`config.mk`:
```
export PLATFORM = sky130hd
export DESIGN_NAME = sample_scheduler_flat
export DESIGN_NICKNAME = d
export VERILOG_FILES = /design/src/rtl/sample_scheduler_if.sv /design/src/rtl/sample_scheduler.sv /design/src/flat_wrapper.sv
export SDC_FILE = /design/constraint.sdc
export NUM_CORES = 1
export LEC_CHECK = 0
export ABC_AREA = 1
export ABC_CLOCK_PERIOD_IN_PS = 8300
export BUFFER_PORTS_ARGS = -buffer_cell sky130_fd_sc_hd__buf_2
export CAP_MARGIN = 20
export CORE_ASPECT_RATIO = 0.7
export CORE_MARGIN = 1.5
export CORE_UTILIZATION = 40
export DETAILED_ROUTE_END_ITERATION = 10
export GPL_TIMING_DRIVEN = 0
export HOLD_SLACK_MARGIN = 0.15
export PLACE_DENSITY = 0.63
export SKIP_CTS_REPAIR_TIMING = 1
export SLEW_MARGIN = 30
export SYNTH_ARGS = -nofsm -noshare
export SYNTH_HDL_FRONTEND = slang
export SYNTH_SLANG_ARGS = --single-unit
```
`constraint.sdc`:
```
create_clock -name clk -period 8.3 [get_ports clk]
set_clock_uncertainty 0.2 [all_clocks]
set_input_delay 0.83 -clock clk [delete_from_list [all_inputs] [get_ports clk]]
set_output_delay 0.83 -clock clk [all_outputs]
set_load 0.01 [all_outputs]
```
`src/rtl/sample_scheduler_if.sv`:
```
// Stream interface of the sample scheduler: deserializer-side input, modulator-side
// output and sticky status.
interface sample_scheduler_if #(
   parameter int unsigned W         = 24,
   parameter int unsigned depthBits = 4
);
   logic                 enable;
   logic                 inAvailable;
   logic [W-1:0]         inData;
   logic                 clearFlags;
   logic [W-1:0]         outData;
   logic                 outStrobe;
   logic [depthBits:0]   level;
   logic                 underrun;
   logic                 overflow;
   logic                 running;

   modport master (
      output enable, inAvailable, inData, clearFlags,
      input  outData, outStrobe, level, underrun, overflow, running
   );

   modport slave (
      input  enable, inAvailable, inData, clearFlags,
      output outData, outStrobe, level, underrun, overflow, running
   );
endinterface

```
`src/rtl/sample_scheduler.sv`:
```
// Buffers bursty samples from the deserializer and releases them to the carrier
// phase-delta adder at a fixed rate, with prefill, underrun recovery and overflow flags.
module sample_scheduler #(
   parameter int unsigned clockRate    = 76_800_000,
   parameter int unsigned sampleRate   = 48_000,
   parameter int unsigned blockSize    = 3,
   parameter int unsigned depthBits    = 4,
   parameter int unsigned prefillLevel = 8
) (
   input logic               clk,
   input logic               reset,
   sample_scheduler_if.slave bus
);
   localparam int unsigned W           = 8 * blockSize;
   localparam int unsigned divider     = clockRate / sampleRate;
   localparam int unsigned dividerLast = divider - 1;
   localparam int unsigned cntBits     = $clog2(divider);
   localparam int unsigned depth       = 1 << depthBits;

   localparam logic [W-1:0]         centre     = {1'b1, {(W-1){1'b0}}};
   localparam logic [cntBits-1:0]   tickLast   = dividerLast[cntBits-1:0];
   localparam logic [depthBits:0]   depthLevel = depth[depthBits:0];
   localparam logic [depthBits:0]   prefillLvl = prefillLevel[depthBits:0];

   typedef enum logic [1:0] {StIdle, StPrefill, StRun} stateType;

   stateType               state;
   logic [cntBits-1:0]     tickCount;
   logic [depthBits-1:0]   wrPtr;
   logic [depthBits-1:0]   rdPtr;
   logic [depthBits:0]     count;
   logic [W-1:0]           mem [depth];
   logic [W-1:0]           outDataQ;
   logic                   outStrobeQ;
   logic                   underrunQ;
   logic                   overflowQ;
   logic                   runningQ;

   logic tick;
   logic empty;
   logic full;
   logic doPop;
   logic doPush;
   logic setUnder;
   logic setOver;

   always_comb begin
      tick     = (tickCount == tickLast);
      empty    = (count == '0);
      full     = (count == depthLevel);
      doPop    = (state == StRun) && tick && !empty;
      // A pop in the same cycle frees the slot, so a full FIFO can still accept.
      doPush   = bus.inAvailable && (state != StIdle) && (!full || doPop);
      setUnder = (state == StRun) && tick && empty;
      setOver  = bus.inAvailable && (state != StIdle) && full && !doPop;
   end

   always_ff @(posedge clk) begin
      if (doPush) begin
         mem[wrPtr] <= bus.inData;
      end
   end

   always_ff @(posedge clk) begin
      if (!reset) begin
         state      <= StIdle;
         tickCount  <= '0;
         wrPtr      <= '0;
         rdPtr      <= '0;
         count      <= '0;
         outDataQ   <= centre;
         outStrobeQ <= 1'b0;
         underrunQ  <= 1'b0;
         overflowQ  <= 1'b0;
         runningQ   <= 1'b0;
      end else begin
         tickCount  <= tick ? '0 : tickCount + 1'b1;
         outStrobeQ <= 1'b0;

         if (setUnder) begin
            underrunQ <= 1'b1;
         end else if (bus.clearFlags) begin
            underrunQ <= 1'b0;
         end
         if (setOver) begin
            overflowQ <= 1'b1;
         end else if (bus.clearFlags) begin
            overflowQ <= 1'b0;
         end

         if (!bus.enable) begin
            state    <= StIdle;
            wrPtr    <= '0;
            rdPtr    <= '0;
            count    <= '0;
            outDataQ <= centre;
            runningQ <= 1'b0;
         end else begin
            if (doPush) begin
               wrPtr <= wrPtr + 1'b1;
            end
            if (doPop) begin
               rdPtr      <= rdPtr + 1'b1;
               outDataQ   <= mem[rdPtr];
               outStrobeQ <= 1'b1;
            end
            if (doPush && !doPop) begin
               count <= count + 1'b1;
            end else if (!doPush && doPop) begin
               count <= count - 1'b1;
            end

            unique case (state)
               StIdle: begin
                  state <= StPrefill;
               end
               StPrefill: begin
                  if (count >= prefillLvl) begin
                     state    <= StRun;
                     runningQ <= 1'b1;
                  end
               end
               StRun: begin
                  if (setUnder) begin
                     state    <= StPrefill;
                     runningQ <= 1'b0;
                  end
               end
               default: begin
                  state    <= StIdle;
                  runningQ <= 1'b0;
               end
            endcase
         end
      end
   end

   assign bus.outData   = outDataQ;
   assign bus.outStrobe = outStrobeQ;
   assign bus.level     = count;
   assign bus.underrun  = underrunQ;
   assign bus.overflow  = overflowQ;
   assign bus.running   = runningQ;
endmodule

```
`src/flat_wrapper.sv`:
```
// flat-port wrapper written by rule: the top's interface ports become plain ports
module sample_scheduler_flat 
#(
   parameter int unsigned clockRate    = 76_800_000,
   parameter int unsigned sampleRate   = 48_000,
   parameter int unsigned blockSize    = 3,
   parameter int unsigned depthBits    = 4,
   parameter int unsigned prefillLevel = 8
)
  (clk, reset, bus_enable, bus_inAvailable, bus_inData, bus_clearFlags, bus_outData, bus_outStrobe, bus_level, bus_underrun, bus_overflow, bus_running);
  sample_scheduler_if #(.W((24)), .depthBits(depthBits)) bus_i ();
  input logic clk;
  input logic reset;
  input wire logic [$bits(bus_i.enable)-1:0] bus_enable;
  input wire logic [$bits(bus_i.inAvailable)-1:0] bus_inAvailable;
  input wire logic [$bits(bus_i.inData)-1:0] bus_inData;
  input wire logic [$bits(bus_i.clearFlags)-1:0] bus_clearFlags;
  output wire logic [$bits(bus_i.outData)-1:0] bus_outData;
  output wire logic [$bits(bus_i.outStrobe)-1:0] bus_outStrobe;
  output wire logic [$bits(bus_i.level)-1:0] bus_level;
  output wire logic [$bits(bus_i.underrun)-1:0] bus_underrun;
  output wire logic [$bits(bus_i.overflow)-1:0] bus_overflow;
  output wire logic [$bits(bus_i.running)-1:0] bus_running;
  assign bus_i.enable = bus_enable;
  assign bus_i.inAvailable = bus_inAvailable;
  assign bus_i.inData = bus_inData;
  assign bus_i.clearFlags = bus_clearFlags;
  assign bus_outData = bus_i.outData;
  assign bus_outStrobe = bus_i.outStrobe;
  assign bus_level = bus_i.level;
  assign bus_underrun = bus_i.underrun;
  assign bus_overflow = bus_i.overflow;
  assign bus_running = bus_i.running;
  sample_scheduler #(.clockRate(clockRate), .sampleRate(sampleRate), .blockSize(blockSize), .depthBits(depthBits), .prefillLevel(prefillLevel)) u_core (.clk(clk), .reset(reset), .bus(bus_i));
endmodule
```
==> flow_metrics.py <==
metrics = {
    "setup_path": {
        "max_stage_delay_ns": 0.35,
        "cp_slowest_cell": "dfxtp_1",
        "cp-start-kind": "register",
        "crit_type": "reg -> reg",
        "cpLargestDelayFamily": "simple AND/OR/NAND/NOR gates",
        "critPathBufInv": 2,
        "worstPathArrival_ns": 3.29,
        "crit_top_cell": "ha_1",
        "crit_chain": "ha_1 -> nand3_2 -> nor2_4 -> nand3_2 -> nand2_4 -> nand2_4 -> inv_6 -> ha_1 -> inv_1 -> ha_1 -> a21oi_1 -> o21ai_0 -> and2_1 -> o21bai_1 -> a21oi_1",
        "endpoint_kind": "register",
        "crit_fanout": 7,
        "crit_required_ns": 8.55,
    },
    "layout": {
        "fin_nets": 2016,
        "mostFrequentLayoutCells": "634 x nand2_1, 384 x edfxtp_1, 269 x nand3_1, 259 x inv_1, 95 x buf_2",
        "mostFrequentLayoutCell": "nand2_1",
        "fillers": 4191,
        "diodes": 0,
        "drive_gt1_share_pct": 12.8,
        "area_growth_pct": 16.0,
    },
    "sta": {
        "maxSlewViolCount": 0,
        "hold_viol": 0,
        "rsz0062_at_grt": "false",
        "worstMarginPinSlew_ns": 1.05,
        "final-setup-viol-count": 0,
        "relSlewSlack_pct": 29.7,
        "min_period_ns": 3.04,
        "post-route-period-util_pct": 36.6,
        "finalSetupTns_ns": 0,
        "max_freq_ghz": 0.329,
    },
    "placement": {
        "io_buffers": 61,
        "place.gp.congestion": 0.866,
        "hpwl_um": 36100,
    },
    "routing": {
        "viasPerCell": 5.10,
        "num_vias": 13300,
        "drtIter0Drc": 1746,
        "ant_nets": 0,
        "wire_per_inst_um": 21.1,
        "firstDrtPassIters": 5,
        "drc": 0,
        "drt_wl_total_um": 55200,
    },
    "power": {
        "power_mw": 4.38,
        "cellPowerDensity_nw_per_um2": 200,
        "ir_worst_vdd_v": 0.000103,
        "leakage_nw": 9.01,
    },
    "grt": {
        "grt_pass1_vias": 12600,
        "grt-ovfl-total": 0,
        "grt_first_pass_wirelength_um": 80000,
        "track_usage_pct": 22.9,
        "grt_max_degree": 17,
        "antenna_found_initial": 0,
    },
    "cts": {
        "tritoncts": "built",
        "h-tree-depth": 2,
        "insertion_delay_ns": 0.57,
        "cts_buffers": 43,
        "cts-root-buf": "clkbuf_16",
        "cts_sinks": 438,
        "clockBufferDepth": 3,
        "clkSlewWorstSetupHoldPaths_ns": 0.06,
    },
    "outcome": {
        "status": "complete, no violations",
    },
    "die": {
        "die_h_um": 185,
        "initial_core_util_pct": 40.5,
        "fp.coreArea_um2": 46500,
        "die_area_um2": 48500,
        "dieWidth_um": 262,
        "ioPinCount": 62,
        "rows": 66,
    },
    "logic_synthesis": {
        "synthFlopType": "edfxtp_1",
        "syn_nets": 1886,
        "ys_types": 37,
        "synth_edf_count": 384,
        "async_flop_share_pct": 0,
        "ys_warn_count": 0,
        "syn_inst": 1845,
        "postSynthAreaPerCell_um2": 10.2,
        "ys_seq_area_share_pct": 66.9,
        "synth_area_um2": 18800,
        "ys_seq_elements": 438,
    },
    "min_path": {
        "min_path_type": "reg -> reg",
    },
    "flow_run": {
        "drv_cap": 0,
    },
}
==> layer usage <==
metal  part of all wire, %  global-route usage [%]  vias to the layer above
met5                  0.11                    1.00                        -
met4                   3.4                    8.40                        2
met3                    11                    5.05                      118
met2                    44                    35.6                      698
met1                    42                    31.4                     6263
li1                      -                       -                     6263
==> stage by stage <==
stage / hold WS (ns) / cell area, µm² / utilization (%) / setup WS (ns) / std cells
3_3_place_gp: 0.229 / 19900 / 42.8 / 2.36 / 2518
5_1_grt: 0.277 / 21900 / 47.0 / 5.04 / 2619
2_1_floorplan: 0.218 / 18800 / - / 4.83 / 1845
4_1_cts: 0.254 / 21900 / 47.0 / 5.29 / 2619
3_5_place_dp: 0.241 / 20500 / 44.2 / 5.24 / 2542
6_report: 0.251 / 21900 / 47.0 / 5.26 / 2619
==> flip-flops by register name (all words and copies together), names as in the netlist <==
signal,count
u_core.bus.level,5
u_core.bus.outData,24
u_core.bus.outStrobe,1
u_core.bus.overflow,1
u_core.bus.running,1
u_core.bus.underrun,1
u_core.mem,384
u_core.rdPtr,4
u_core.state,2
u_core.tickCount,11
u_core.wrPtr,4
==> cells by family after synthesis <==
group,synth area share [%]
buffers and inverters,8.22
and+or+nand+nor,22.0
xor gates and xnor gates,0.372
adders and majority gates,0.836
AOI/OAI and AO/OA,1.61
DFF,66.9
==> worst register-to-register path, delay by kind of cell (launching register included) <==
family / cells / cell delay (ns)
flip-flops: 1 / 0.35
AND/OR/NAND/NOR: 6 / 0.89
AO/OA/AOI/OAI: 4 / 0.47
adder cells (fa/ha/maj): 3 / 0.79
buffers and inverters: 2 / 0.24
==> final cells by class <==
| class | count | area (µm²) | area share, % |
|---|---|---|---|
| clock buffer | 56 | 1180 | 5.38 |
| buffer | 88 | 549 | 2.51 |
| sequential | 438 | 12600 | 57.7 |
| tap | 612 | 766 | 3.50 |
| timing repair buffer | 85 | 806 | 3.69 |
| multi-input combinational | 1055 | 4800 | 22.0 |
| clock inverter | 21 | 153 | 0.698 |
| inverter | 264 | 1000 | 4.58 |
==> final timing paths <==
kind,startpoint,end,slack (ns),cells past startpoint
setup / recovery,u_core.tickCount[0],u_core.bus.level[4],5.26,15
hold / removal,u_core.tickCount[0],u_core.tickCount[0],0.25,1
setup reg to reg,u_core.tickCount[0],u_core.bus.level[4],5.26,15
hold reg to reg,u_core.tickCount[0],u_core.tickCount[0],0.25,1
==> cell usage after synthesis, types with 5 or more instances <==
| master | count | share of area [%] |
|---|---|---|
| clkbuf_1 | 16 | 0.32 |
| buf_4 | 27 | 1.1 |
| nand2_4 | 5 | 0.30 |
| o21ai_0 | 11 | 0.29 |
| xor2_1 | 7 | 0.33 |
| nand2_1 | 634 | 13 |
| ha_1 | 11 | 0.73 |
| buf_2 | 34 | 0.90 |
| nand3_1 | 269 | 7.1 |
| dfxtp_1 | 54 | 5.7 |
| nor2_1 | 43 | 0.86 |
| nand3_2 | 5 | 0.27 |
| a21oi_1 | 40 | 1.1 |
| nor3_1 | 5 | 0.13 |
| inv_1 | 259 | 5.2 |
| edfxtp_1 | 384 | 61 |
==> where the power goes <==
part	internal [mW]	switching, mW
clock network	1.06	0.840
logic	0.0180	0.0553
registers	2.40	0.00323
Note: power is estimated with default switching activity, not from simulation.
